### src/rtl/sa_pkg.sv
// Shared types and constants for the 4x4 systolic input-skew feeder.
package sa_pkg;

  localparam int DW     = 32;
  localparam int N      = 4;
  // Beat index 0..N-1 and stream step 0..2N-2 counter widths.
  localparam int KW     = $clog2(N);
  localparam int TW     = $clog2(2 * N - 1);
  localparam int T_LAST = 2 * N - 2;

  typedef logic [DW-1:0] word_t;
  typedef word_t [0:N-1] lane_vec_t;

  typedef enum logic [1:0] {
    IDLE   = 2'd0,
    LOAD   = 2'd1,
    STREAM = 2'd2,
    DRAIN  = 2'd3
  } feed_state_t;

endpackage

### src/rtl/sa_operand_buf.sv
// 4x4 operand register file. Beat k writes mem[lane][k] for every lane;
// for A that is column k, for B (row k arrives per beat) that stores B
// transposed, so both operands read back as mem[lane][step - lane].
module sa_operand_buf
  import sa_pkg::*;
(
  input  logic          clk_i,
  input  logic          wr_en_i,
  input  logic [KW-1:0] wr_idx_i,
  input  lane_vec_t     wr_data_i,
  input  logic [TW-1:0] step_i,
  output lane_vec_t     rd_data_o
);

  // Contents are don't-care after reset, so the array carries no reset.
  word_t mem_q [N][N];

  logic [TW-1:0] diff;

  // Column write: one element per lane at position wr_idx_i.
  always_ff @(posedge clk_i) begin
    if (wr_en_i) begin
      for (int lane = 0; lane < N; lane++) begin
        mem_q[lane][wr_idx_i] <= wr_data_i[lane];
      end
    end
  end

  // Skewed read: lane i returns element [i][step-i], zero outside 0..N-1.
  always_comb begin
    rd_data_o = '0;
    diff      = '0;
    for (int lane = 0; lane < N; lane++) begin
      diff = step_i - TW'(lane);
      if ((step_i >= TW'(lane)) && (diff <= TW'(N - 1))) begin
        rd_data_o[lane] = mem_q[lane][diff[KW-1:0]];
      end
    end
  end

endmodule

### src/rtl/sa_feeder_4x4.sv
// Input-skew feeder: loads a 4x4 A/B operand pair in four valid/ready beats,
// replays them diagonally skewed into the tile, holds ARR_EN through a zero
// drain window, then pulses DONE for one cycle.
//
// Handshake: a beat transfers on a rising edge where in_valid_i and
// in_ready_o are both high. in_ready_o depends on state only (IDLE/LOAD),
// never on in_valid_i, and is low while reset is asserted.
module sa_feeder_4x4
  import sa_pkg::*;
#(
  parameter int DRAIN_CYC = 7
) (
  input  logic        clk_i,
  input  logic        rst_ni,
  input  logic        in_valid_i,
  output logic        in_ready_o,
  input  lane_vec_t   in_a_i,
  input  lane_vec_t   in_b_i,
  output lane_vec_t   row_y_o,
  output lane_vec_t   col_y_o,
  output logic        arr_en_o,
  output logic        busy_o,
  output logic        done_o,
  output feed_state_t state_o
);

  localparam int unsigned D_LAST = (DRAIN_CYC > 0) ? DRAIN_CYC - 1 : 0;
  localparam int          DCW    = (D_LAST > 0) ? $clog2(D_LAST + 1) : 1;

  feed_state_t    state_q;
  logic [KW-1:0]  k_q;
  logic [TW-1:0]  t_q;
  logic [DCW-1:0] d_q;
  logic           ready_q;
  logic           arr_en_q;
  logic           done_q;
  lane_vec_t      row_q;
  lane_vec_t      col_q;

  logic           accept;
  logic [TW-1:0]  rd_step;
  lane_vec_t      rd_a;
  lane_vec_t      rd_b;

  assign accept     = in_valid_i & ready_q;
  assign in_ready_o = ready_q;
  assign busy_o     = (state_q != IDLE);
  assign arr_en_o   = arr_en_q;
  assign done_o     = done_q;
  assign row_y_o    = row_q;
  assign col_y_o    = col_q;
  assign state_o    = state_q;

  // Read address is the step being entered on the next edge:
  // 0 when leaving LOAD, t+1 while streaming.
  always_comb begin
    rd_step = '0;
    if (state_q == STREAM) begin
      rd_step = t_q + TW'(1);
    end
  end

  sa_operand_buf u_buf_a (
    .clk_i     (clk_i),
    .wr_en_i   (accept),
    .wr_idx_i  (k_q),
    .wr_data_i (in_a_i),
    .step_i    (rd_step),
    .rd_data_o (rd_a)
  );

  sa_operand_buf u_buf_b (
    .clk_i     (clk_i),
    .wr_en_i   (accept),
    .wr_idx_i  (k_q),
    .wr_data_i (in_b_i),
    .step_i    (rd_step),
    .rd_data_o (rd_b)
  );

  // Load/stream/drain sequencer with registered tile-facing outputs.
  always_ff @(posedge clk_i or negedge rst_ni) begin
    if (!rst_ni) begin
      state_q  <= IDLE;
      k_q      <= '0;
      t_q      <= '0;
      d_q      <= '0;
      ready_q  <= 1'b0;
      arr_en_q <= 1'b0;
      done_q   <= 1'b0;
      row_q    <= '0;
      col_q    <= '0;
    end else begin
      done_q <= 1'b0;
      case (state_q)
        IDLE: begin
          ready_q <= 1'b1;
          if (accept) begin
            k_q     <= KW'(1);
            state_q <= LOAD;
          end
        end
        LOAD: begin
          if (accept) begin
            k_q <= k_q + KW'(1);
            if (k_q == KW'(N - 1)) begin
              state_q  <= STREAM;
              t_q      <= '0;
              ready_q  <= 1'b0;
              arr_en_q <= 1'b1;
              row_q    <= rd_a;
              col_q    <= rd_b;
            end
          end
        end
        STREAM: begin
          if (t_q == TW'(T_LAST)) begin
            t_q   <= '0;
            row_q <= '0;
            col_q <= '0;
            if (DRAIN_CYC == 0) begin
              state_q  <= IDLE;
              done_q   <= 1'b1;
              arr_en_q <= 1'b0;
              ready_q  <= 1'b1;
            end else begin
              state_q <= DRAIN;
              d_q     <= '0;
            end
          end else begin
            t_q   <= t_q + TW'(1);
            row_q <= rd_a;
            col_q <= rd_b;
          end
        end
        DRAIN: begin
          if (d_q == DCW'(D_LAST)) begin
            d_q      <= '0;
            state_q  <= IDLE;
            done_q   <= 1'b1;
            arr_en_q <= 1'b0;
            ready_q  <= 1'b1;
          end else begin
            d_q <= d_q + DCW'(1);
          end
        end
        default: state_q <= IDLE;
      endcase
    end
  end

endmodule

### config.mk
export PLATFORM = sky130hd
export DESIGN_NAME = sa_feeder_4x4
export DESIGN_NICKNAME = d
export VERILOG_FILES = /design/src/rtl/sa_pkg.sv /design/src/rtl/sa_operand_buf.sv /design/src/rtl/sa_feeder_4x4.sv
export SDC_FILE = /design/constraint.sdc
export NUM_CORES = 1
export LEC_CHECK = 0
export CORE_UTILIZATION = 60
export CTS_CLUSTER_DIAMETER = 40
export DETAILED_ROUTE_END_ITERATION = 6
export DONT_BUFFER_PORTS = 1
export GPL_ROUTABILITY_DRIVEN = 1
export PLACE_DENSITY = 0.76
export SYNTH_ARGS = -nofsm -noshare
export SYNTH_HDL_FRONTEND = slang
export SYNTH_HIERARCHICAL = 1
export SYNTH_SLANG_ARGS = --single-unit
### constraint.sdc
create_clock -name clk_i -period 21.5 [get_ports clk_i]
set_clock_uncertainty 0.1 [all_clocks]
set_input_delay 1.075 -clock clk_i [delete_from_list [all_inputs] [get_ports clk_i]]
set_output_delay 1.075 -clock clk_i [all_outputs]
set_load 0.01 [all_outputs]
### Word-level counts from Yosys, hierarchy flattened

Memories as Yosys holds them, arrays and structs flattened.
Cells that the tools add are included.

| word-level totals | value |
|---|---|
| RAM bits | 1024 |
| flip-flop bits (word level) | 269 |
| input bits | 259 |
| latch bits | 0 |
| bits in read-only memories | 0 |
| output and inout port bits | 262 |
| memories | 2 |
| logic and storage cells | 142 |

Memory list:

| memory | words | bits a word | read ports | clocked after memory_dff | write ports | line | RTL |
|---|---|---|---|---|---|---|---|
| u_buf_a.mem_q | 4 | 128 | 4 | 0 | 4 | sa_operand_buf.sv:16 | `word_t mem_q [N][N];` |
| u_buf_b.mem_q | 4 | 128 | 4 | 0 | 4 | sa_operand_buf.sv:16 |  |

| operators by class | value |
|---|---|
| shifts and indexed selects | 0 |
| equal/unequal tests | 11 |
| bitwise logic cells | 6 |
| multiply operators | 0 |
| div/mod/pow operators | 0 |
| multiplexer cells | 70 |
| order comparisons | 14 |
| add/subtract/negate cells | 6 |
| reduce and logical (&&, ||, !) cells | 18 |

Operator list:

| operator | number |
|---|---|
| $mux W128 | 7 |
| $mux W32 | 25 |
| $bmux W32 S2 | 8 |
| $pmux W128 S2 | 2 |
| $demux W32 S2 | 1 |
| $mux W3 | 6 |
| $ge A3 B3 Y1 const B | 5 |
| $not A2 Y3 | 5 |
| $le A3 B2 Y1 const B | 4 |
| $mux W2 | 6 |
| $pmux W3 S2 | 2 |
| $reduce_bool A2 Y1 | 5 |
| $mux W1 | 9 |
| $ne A2 B2 Y1 const B | 4 |
| $pmux W2 S4 | 1 |
| $reduce_and A4 Y1 | 2 |
| $add A3 B1 Y3 const B | 2 |
| $eq A2 B2 Y1 const B | 3 |
| $eq A3 B3 Y1 const B | 2 |
| $ge A3 B1 Y1 const B | 2 |
| $ge A3 B2 Y1 const B | 2 |
| $reduce_and A3 Y1 | 2 |
| $sub A3 B2 Y3 const B | 2 |
| $logic_and A1 B1 Y1 | 5 |
| other kinds (13) | 13 |

### Logic depth before layout (Yosys ltp)

Gate-level depths: netlist of the first run.

| logic depth | value |
|---|---|
| word-level depth | 11 |
| mapped depth | 15 |
| depth with buffers taken out | 10 |

### By module

The synthesis of the first run kept the hierarchy.

By module, submodules not included:

| module | area an instance (µm²) | times used | sequential area each (µm²) | cells each |
|---|---|---|---|---|
| sa_operand_buf | 19611.3 | 2 | 15374.7 | 845 |
| sa_feeder_4x4 | 10983.0 | 1 | 6731.5 | 1198 |

### Least setup slack after synthesis of the first run

No wires, ideal clock.

| timing path | value |
|---|---|
| path kind | input-to-reg |
| start | input port in_valid_i |
| end | memory u_buf_a/mem_q[0][100] (netlist bit) (enable) |
| stages on the path | 3 |
| required time | 20602 ps |
| setup slack | 9903 ps |
| data arrival time | 10699 ps |
| setup time | 798 ps |
| cell sequence | and2_1 > buf_2 > nor3b_1 |

RTL lines:

| item | line | RTL |
|---|---|---|
| start, declared | sa_feeder_4x4.sv:15 | `input logic in_valid_i,` |
| end, declared | sa_operand_buf.sv:16 |  |

==> results of run 1 <==
[sequential cells by signal (all words and copies together) (netlist names)]
name	cells
done_o	1
u_buf_b/mem_q	512
arr_en_o	1
in_ready_o	1
row_y_o	128
k_q	2
u_buf_a/mem_q	512
col_y_o	128
t_q	3
d_q	3
state_o	2
[layout by cell type, fill, tap and decap left out, types with 6 or more instances in the layout]
master,instances
sky130_fd_sc_hd__clkinv_8,7
sky130_fd_sc_hd__mux4_2,256
sky130_fd_sc_hd__inv_6,13
sky130_fd_sc_hd__buf_4,29
sky130_fd_sc_hd__clkbuf_16,153
sky130_fd_sc_hd__nor2b_1,195
sky130_fd_sc_hd__o21ai_0,48
sky130_fd_sc_hd__edfxtp_1,1024
sky130_fd_sc_hd__clkbuf_8,13
sky130_fd_sc_hd__nand2_1,525
sky130_fd_sc_hd__bufinv_16,15
sky130_fd_sc_hd__clkbuf_1,40
sky130_fd_sc_hd__nor2_1,9
sky130_fd_sc_hd__ha_1,24
sky130_fd_sc_hd__a21oi_1,6
sky130_fd_sc_hd__inv_1,17
sky130_fd_sc_hd__clkinvlp_4,11
sky130_fd_sc_hd__dfrtp_1,269
sky130_fd_sc_hd__nor3b_1,66
sky130_fd_sc_hd__clkinv_2,13
sky130_fd_sc_hd__o21ai_1,213
sky130_fd_sc_hd__clkinv_4,6
[cells by family (layout without fill, tap and decap cells)]
logic type | count (synthesis) | count (layout) | share of synthesized area
flip-flops | 1293 | 1293 | 0.747
AND/OR/NAND/NOR | 827 | 827 | 0.0780
AO/OA/AOI/OAI | 288 | 288 | 0.0302
multiplexers | 258 | 258 | 0.115
buffers and inverters | 194 | 330 | 0.0232
adder cells (fa/ha/maj) | 26 | 26 | 0.00648
XOR/XNOR | 2 | 2 | 0.000349
other | 0 | 1 | 0
[where the power goes]
part | switching (mW) | total, mW | internal, mW
Sequential | 0.267 | 3.50 | 3.24
Clock | 0.996 | 2.55 | 1.55
Combinational | 1.03 | 1.78 | 0.749
[cell type report]
cell class | instances | area, sq um | area share
Clock inverter | 72 | 915 | 0.0163
Inverter | 17 | 63.8 | 0.00114
Multi-Input combinational cell | 1401 | 11700 | 0.209
Tap cell | 1070 | 1340 | 0.0239
Sequential cell | 1293 | 37500 | 0.669
Antenna cell | 1 | 2.50 | 0.0000447
Clock buffer | 206 | 4160 | 0.0743
Timing Repair Buffer | 35 | 353 | 0.00630
[metal layers]
layer,global-route usage,routed length (microns),share of wire
met1,0.328,40700,0.37
met2,0.432,55200,0.50
met3,0.0905,10500,0.095
met4,0.113,4210,0.038
met5,0,79,0.00071
[worst min-delay path by stage]
| stage | start | end | cells past startpoint |
|---|---|---|---|
| 2_1_floorplan | t_q[1]$_DFFE_PN0P_ | t_q[1]$_DFFE_PN0P_ | 2 |
| 6_report | rst_ni | col_y_o[90]$_DFFE_PN0P_ | 1 |
| 5_1_grt | rst_ni | col_y_o[85]$_DFFE_PN0P_ | 1 |
| 3_3_place_gp | t_q[1]$_DFFE_PN0P_ | t_q[1]$_DFFE_PN0P_ | 2 |
| 4_1_cts | in_a_i[98] | u_buf_a/mem_q[0][2]$_DFFE_PP_ | 0 |
| 3_5_place_dp | row_y_o[74]$_DFFE_PN0P_ | row_y_o[74]$_DFFE_PN0P_ | 2 |
[metrics by stage]
stage	setup WS, ps	cell area [sq um]	cells
finish	16170	56000	4095
global route	15580	56000	4094
CTS	15980	56000	4093
detailed placement	16050	50900	3814
global placement	16230	50900	3814
floorplan	9900	50200	2888
[timing repair]
| action | 4_1_cts | 5_1_grt |
|---|---|---|
| hold endpoints to repair | 269 | 0 |
| setup endpoints to repair | 0 | 0 |
| hold buffers | 1 | 0 |
==> flow_results.org, run 1 <==
** Global routing
- For this run, the total global-route usage over all layers was measured as 0.266.
- The first global-routing pass estimated roughly 170 mm of wire.
- Via count of the first global-routing pass :: approximately 27,000
- Overflow after GRT :: 0
- The initial antenna violation count came to 5.
- Largest net degree at the start of global routing :: 270

** Worst setup path
- Arrival time worst endpoint :: 5800 ps
- Reg-to-Reg End :: col_y_o[90]$_DFFE_PN0P_
- STA classifies the critical path endpoint as a register.
- The critical path in this run is classified as reg -> reg.
- By instance count, the cell type seen most on the critical path is sky130_fd_sc_hd__buf_4.
- Largest fanout on the critical path :: 52
- STA puts the critical path data required time at ~22,000 ps.
- Stages on the worst setup path :: 10
- Beginning of the worst register-to-register path :: state_o[0]$_DFFE_PN0P_
- Critical path startpoint :: state_o[0]$_DFFE_PN0P_
- Buffers & Inverters on Critical Path :: 4
- End point of the critical path :: col_y_o[90]$_DFFE_PN0P_
- Broken down by cell family, the worst path's largest delay share belongs to buffers and inverters.
- Kind of start point of the critical path :: register
- Cell count of the worst reg-to-reg path :: 10
- The setup check on the worst reg-to-reg path leaves a slack of around 16,000 ps.
- The slowest stage of the critical path is the sky130_fd_sc_hd__buf_4 cell.
- Critical path's largest stage delay :: 900 ps
- Traced cell by cell, the critical path runs through inv_1 -> ha_1 -> nor2b_4 -> buf_4 -> buf_4 -> buf_4 -> mux4_2 -> nor3b_1 -> nand2_1 -> o21ai_1.

** Clock tree
- CTS tree :: yes
- In this run the number of H-tree levels came out at 4.
- Clock Path Buffers :: 3
- Number of sinks driven by the clock tree :: between 1,000 and 1,500
- Post-CTS repair changed the size of 0 cells.
- Number of buffers created by CTS :: 149
- Clock network latency to the later pin of the worst-skew pair :: about 730 ps
- Post-CTS timing repair inserted 0 buffers for setup.
- Clock-pin slew was measured on the worst setup and hold paths at ~60 ps.
- The cell sitting at the root of the clock tree is a sky130_fd_sc_hd__clkbuf_16.

** Synthesis
- Sorting the synthesized cells by area gives the leading types as sky130_fd_sc_hd__edfxtp_1 (61%), sky130_fd_sc_hd__dfrtp_1 (13%), sky130_fd_sc_hd__mux4_2 (11%).
- Average footprint of a synthesized cell :: approximately 17 sq um
- After synthesis, the netlist uses 44 different library cells.
- Most instantiated cells after synthesis :: sky130_fd_sc_hd__edfxtp_1 (1,024), sky130_fd_sc_hd__nand2_1 (525), sky130_fd_sc_hd__dfrtp_1 (269)
- The cell count after synthesis came out at 2,888.
- Of the post-synthesis cell area, the dominant cell type holds 0.612.
- After synthesis the netlist holds a flip-flop and latch count of about 1,300.
- Syn nets :: between 3,000 and 4,000
- Leading cell type by number of instances after synthesis :: sky130_fd_sc_hd__edfxtp_1
- Of the synthesized area, sequential elements account for 0.747.
- The Yosys step of the flow raised 6 warnings.
- Counting flops with a built-in enable in the synthesized netlist gives between 1,000 and 1,500.
- Cell type with the largest total area after synthesis :: sky130_fd_sc_hd__edfxtp_1
- In the synthesized netlist the async set-or-reset flop fraction comes to 0.208.
- The synthesized netlist occupies a cell area of approximately 50,000 sq um.
- Among all flip-flop cells after synthesis, the most frequent one is sky130_fd_sc_hd__edfxtp_1.

** Layout
- In the final layout, the share of cells above drive strength 1 is 0.181.
- Count of nets after finishing :: 3,182
- Counting the fill cells in the layout gives about 5,200.
- Once layout is complete, the utilization of the core stands at 0.679.
- The area growth from synthesis to layout is 11.5%.

** Power and ir drop
- Across the VDD grid, the largest voltage drop is 0.000135 V.
- After layout, the design draws a total of 7.83 mW.
- In this run the static leakage power is approximately 19 nW.
- Total power divided by cell area :: around 140 nW/um^2

** Routing
- Wire length per cell :: 27.0 microns
- The routed design has around 110 mm of wire.
- Final ANT Viol Nets :: 0
- After detailed routing, the number of remaining DRC violations is 0.
- DRC marker count from the first detailed-route iteration :: around 1,900
- Summing over every cut layer, the via total after detailed routing is around 26,000.
- Using the TritonRoute via totals, the vias-per-cell ratio works out to roughly 6.2.
- For this run, the detailed router's first-pass iteration total came to 5.

** Floorplanning
- In this run the horizontal extent of the chip is around 290 microns.
- Area of the die :: between 80,000 and 90,000 sq um
- Cell row count :: about 110
- Effective utilization at floorplan :: 0.609
- The region available for standard cell placement spans between 80,000 and 90,000 sq um.
- In this run the vertical extent of the chip is roughly 290 microns.
- In this run the count of I/O pins placed on the die edge is 521.

** Timing
- Setup total negative slack on the finished layout was measured at 0 ps.
- Setup repair after global routing left no endpoint under its margin.
- Across all hold checks on the routed design, the worst slack comes to approximately 150 ps.
- The max-slew violation count is 0.
- Maximum clock frequency :: ~190 MHz
- Final-report hold violation count :: 0
- For the finished layout, the period the worst path requires is between 5000 and 6000 ps.
- Of the available clock period, the critical path in the final layout requires 0.248.
- Count of final setup violators :: 0
- Slew @ Worst Pin :: around 1200 ps
- Worst rel slew slack :: 0.221

** Place
- Final Wtd Congestion :: roughly 0.80
- Count of input and output buffers :: 0
- Once detailed placement completed, the half-perimeter wirelength came to approximately 62 mm.

** Flow run
- Number of violations of the max-capacitance limit :: 0

** Min path
- The tightest min-delay check is of the in -> async type.

** Run status
- Outcome :: finished clean
Note: power is estimated with default switching activity, not from simulation.
==> run 2: changes to the inputs <==
Settings changed: CORE_UTILIZATION 60 to 57, PLACE_DENSITY 0.76 to 0.75.
Clock period 21.5 ns to 4.9 ns, I/O delays scaled along.
==> run 2 against run 1 <==
Against the previous run: the run now ends with negative hold slack left; maximum frequency increased by 30%; first-iteration DRC count increased by 29%; clock power increased to 4.6 times the previous value; core utilization increased by 0.14 points; count of clock-buffer cells in the layout decreased by 15; sequential power increased to 4.4 times the previous value; die area increased by 5.2%; highest routed layer unchanged.
==> flow_results.org, run 2 (synthesized netlist as in run 1, its figures left out) <==
** Floorplanning
- Core area :: 87,000 sq um (was 82,500 sq um)
- The die span in y came to 299 microns (was 291 microns).
- Area of the die :: 89,300 sq um (was 84,800 sq um)
- The I/O pin count came to 521 (unchanged).
- Effective utilization at floorplan :: 0.577 (was 0.609)
- Width of the chip :: 299 microns (was 291 microns)
- The standard-cell row count is 108 (was 105).

** Layout
- Biggest regs :: u_buf_a/mem_q x512, u_buf_b/mem_q x512 (unchanged)
- The share of the core filled with cells was 0.680 (was 0.679).
- The area of combinational cells with multiple inputs is 11,700 sq um (about the same).
- Share of cells above drive strength 1 :: 0.177 (was 0.181)
- Footprint of the flip-flops and latches :: 37,500 sq um (unchanged)
- The area growth from synthesis to layout came to 17.9% (was 11.5%).
- The layout net count came to 3,456 (was 3,182).
- Top library cells by usage in the layout, fill and taps aside :: sky130_fd_sc_hd__edfxtp_1 (1,024), sky130_fd_sc_hd__nand2_1 (525), sky130_fd_sc_hd__dfrtp_1 (269) (unchanged)
- Most common cell after layout, fill and taps aside :: sky130_fd_sc_hd__edfxtp_1 (unchanged)
- Layout filler cell count :: 5,446 (was 5,189)
- Final std cell area, no fill :: 59,200 sq um (was 56,000 sq um)

** Timing
- The final critical delay including setup and external delays came to 4100 ps (was 5330 ps).
- The maximum clock frequency is 244 MHz (was 187 MHz).
- The number of endpoints failing setup at the final stage is 0 (unchanged).
- Accumulated negative setup slack :: 0 ps (unchanged)
- Slew @ Worst Pin :: 1270 ps (was 1170 ps)
- The final number of hold-violating endpoints was 269 (was 0).
- Min Hold Slack :: -886 ps (was 153 ps)
- The final period utilization came to 0.838 (was 0.248).
- The final setup slack of the worst path is 795 ps (was 16,170 ps).
- Unrepaired setup endpoints after global routing :: false (unchanged)
- The normalized max-slew margin is 0.152 (was 0.221).
- The max-slew violation count is 0 (unchanged).

** Clock tree
- Number of buffers created by CTS :: 153 (was 149)
- The clock-pin slew of the registers on the worst-case setup and hold paths came to 60 ps (about the same).
- The quantity of hold-fixing buffers added after cts is 257 (was 1).
- The number of levels in the clock H-tree was 4 (unchanged).
- The number of sinks handled by clock tree synthesis is 1,293 (unchanged).
- The root buffer cell is sky130_fd_sc_hd__clkbuf_16 (unchanged).
- The buffer count from post-CTS setup fixing was 0 (unchanged).
- Number of gates resized after CTS :: 0 (unchanged)
- The clock network latency to the later pin of the worst-skew pair came to 750 ps (was 730 ps).
- The clock tree from TritonCTS was yes (unchanged).
- Clock Path Buffers :: 3 (unchanged)

** Power and ir drop
- Lkg Pwr :: 20.2 nW (was 18.9 nW)
- The power density over the cells came to 593 nW/um^2 (was 140 nW/um^2).
- Maximum ir drop on the vdd rail :: 0.000718 V (was 0.000135 V)

** Place
- Post-place instance area :: 51,200 sq um (was 50,900 sq um)
- Worst setup slack after placement :: 798 ps (was 16,050 ps)
- The count of port buffers added during placement was 0 (unchanged).
- The final RePlAce weighted congestion came to 0.799 (was 0.800).
- Detail Placement HPWL :: 63.3 mm (was 62.2 mm)

** Global routing
- Overflow after GRT :: 0 (unchanged)
- The number of global-route vias before repair came to 27,867 (was 26,898).
- Largest net degree at the start of global routing :: 270 (unchanged)
- Total global routing track utilization :: 0.255 (was 0.266)
- Number of antenna violations at the first check in global routing :: 20 (was 5)
- First-pass GRT wire length :: 170 mm (was 167 mm)

** Worst setup path
- The critical path required time is 5430 ps (was 21,960 ps).
- The critical path endpoint category is a register (unchanged).
- The type of the worst setup path is reg -> reg (unchanged).
- The most numerous cell on the critical path is sky130_fd_sc_hd__ha_1 (was sky130_fd_sc_hd__buf_4).
- Cells along the critical path :: inv_1 -> ha_1 -> nor2b_4 -> buf_4 -> ha_1 -> ha_1 -> inv_1 -> a221o_1 -> buf_4 -> nor2b_1 -> nand2_1 -> o21ai_1 (was inv_1 -> ha_1 -> nor2b_4 -> buf_4 -> buf_4 -> buf_4 -> mux4_2 -> nor3b_1 -> nand2_1 -> o21ai_1)
- The gate family responsible for the most delay along the worst path is buffers and inverters (unchanged).
- Worst path slowest cell :: sky130_fd_sc_hd__buf_4 (unchanged)
- Buffers & Inverters on Critical Path :: 4 (unchanged)
- The biggest cell delay along the critical path is 790 ps (was 900 ps).
- Arrival time worst endpoint :: 4640 ps (was 5800 ps)
- Largest fanout on the critical path :: 68 (was 52)
- Kind of start point of the critical path :: register (unchanged)

** Min path
- The type of the worst min-delay path is in -> async (unchanged).

** Routing
- Final ANT Viol Nets :: 0 (unchanged)
- Wire length per cell :: 25.2 microns (was 27.0 microns)
- Routed WL :: 113 mm (was 111 mm)
- The via total after detailed routing was 26,642 (was 25,579).
- First drt pass iteration count :: 5 (unchanged)
- DRC marker count from the first detailed-route iteration :: 2,464 (was 1,912)
- Vias/cell :: 5.96 (was 6.25)
- The remaining design rule violation count came to 0 (unchanged).

** Flow run
- The reported max-cap violation count was 0 (unchanged).

** Run status
- Outcome :: finished, violations left (was finished clean)
- The checks that failed: negative hold slack.
==> run 2: final cells by class <==
| class | instances | area share |
|---|---|---|
| flip-flops and latches | 1293 | 0.633 |
| clock inverters | 96 | 0.0197 |
| well taps | 1155 | 0.0244 |
| diodes | 12 | 0.000507 |
| inverters | 17 | 0.00108 |
| clock buffers | 191 | 0.0706 |
| repair buffers | 305 | 0.0531 |
| multi-input cells | 1401 | 0.197 |
==> run 2: worst paths after layout <==
check	start	to	slack (ps)	depth (start not counted)
min	rst_ni	col_y_o[111]$_DFFE_PN0P_	-890	0
max in group asynchronous	rst_ni	col_y_o[25]$_DFFE_PN0P_	4970	0
max reg2reg	state_o[0]$_DFFE_PN0P_	row_y_o[28]$_DFFE_PN0P_	800	12
min reg2reg	row_y_o[72]$_DFFE_PN0P_	row_y_o[72]$_DFFE_PN0P_	450	2
min in group clk_i	in_a_i[13]	u_buf_a/mem_q[3][13]$_DFFE_PP_	120	1
max	state_o[0]$_DFFE_PN0P_	row_y_o[28]$_DFFE_PN0P_	800	12
==> run 2: where the power goes <==
group	switching, mW	leakage, nW	total, mW	internal, mW
sequential	1.14	13.0	15.3	14.2
combinational	4.64	4.64	8.15	3.51
clock	4.63	2.58	11.7	7.03
total	10.4	20.2	35.1	24.7
==> run 2: metal layers <==
metal	vias to the layer above	wire length [microns]	global-route usage
met5	-	109	0
met4	16	3140	0.0985
met3	213	9260	0.0673
met2	1233	57800	0.422
met1	13700	42300	0.324
li1	11480	-	-
==> run 2: through the flow <==
stage,std cells,power (mW)
after floorplan,2888,21.8
after global placement,3914,23.1
after detailed placement,3914,23.4
after CTS,4458,35.4
after global routing,4467,36.5
final,4470,35.1
==> run 2: worst register-to-register path: stages (launching register included) <==
cell and delay, ps:
sky130_fd_sc_hd__dfrtp_1 450, sky130_fd_sc_hd__inv_1 160, sky130_fd_sc_hd__ha_1 590, sky130_fd_sc_hd__nor2b_4 300, sky130_fd_sc_hd__buf_4 790, sky130_fd_sc_hd__ha_1 320, sky130_fd_sc_hd__ha_1 180, sky130_fd_sc_hd__inv_1 50
sky130_fd_sc_hd__a221o_1 400, sky130_fd_sc_hd__buf_4 280, sky130_fd_sc_hd__nor2b_1 180, sky130_fd_sc_hd__nand2_1 60, sky130_fd_sc_hd__o21ai_1 150
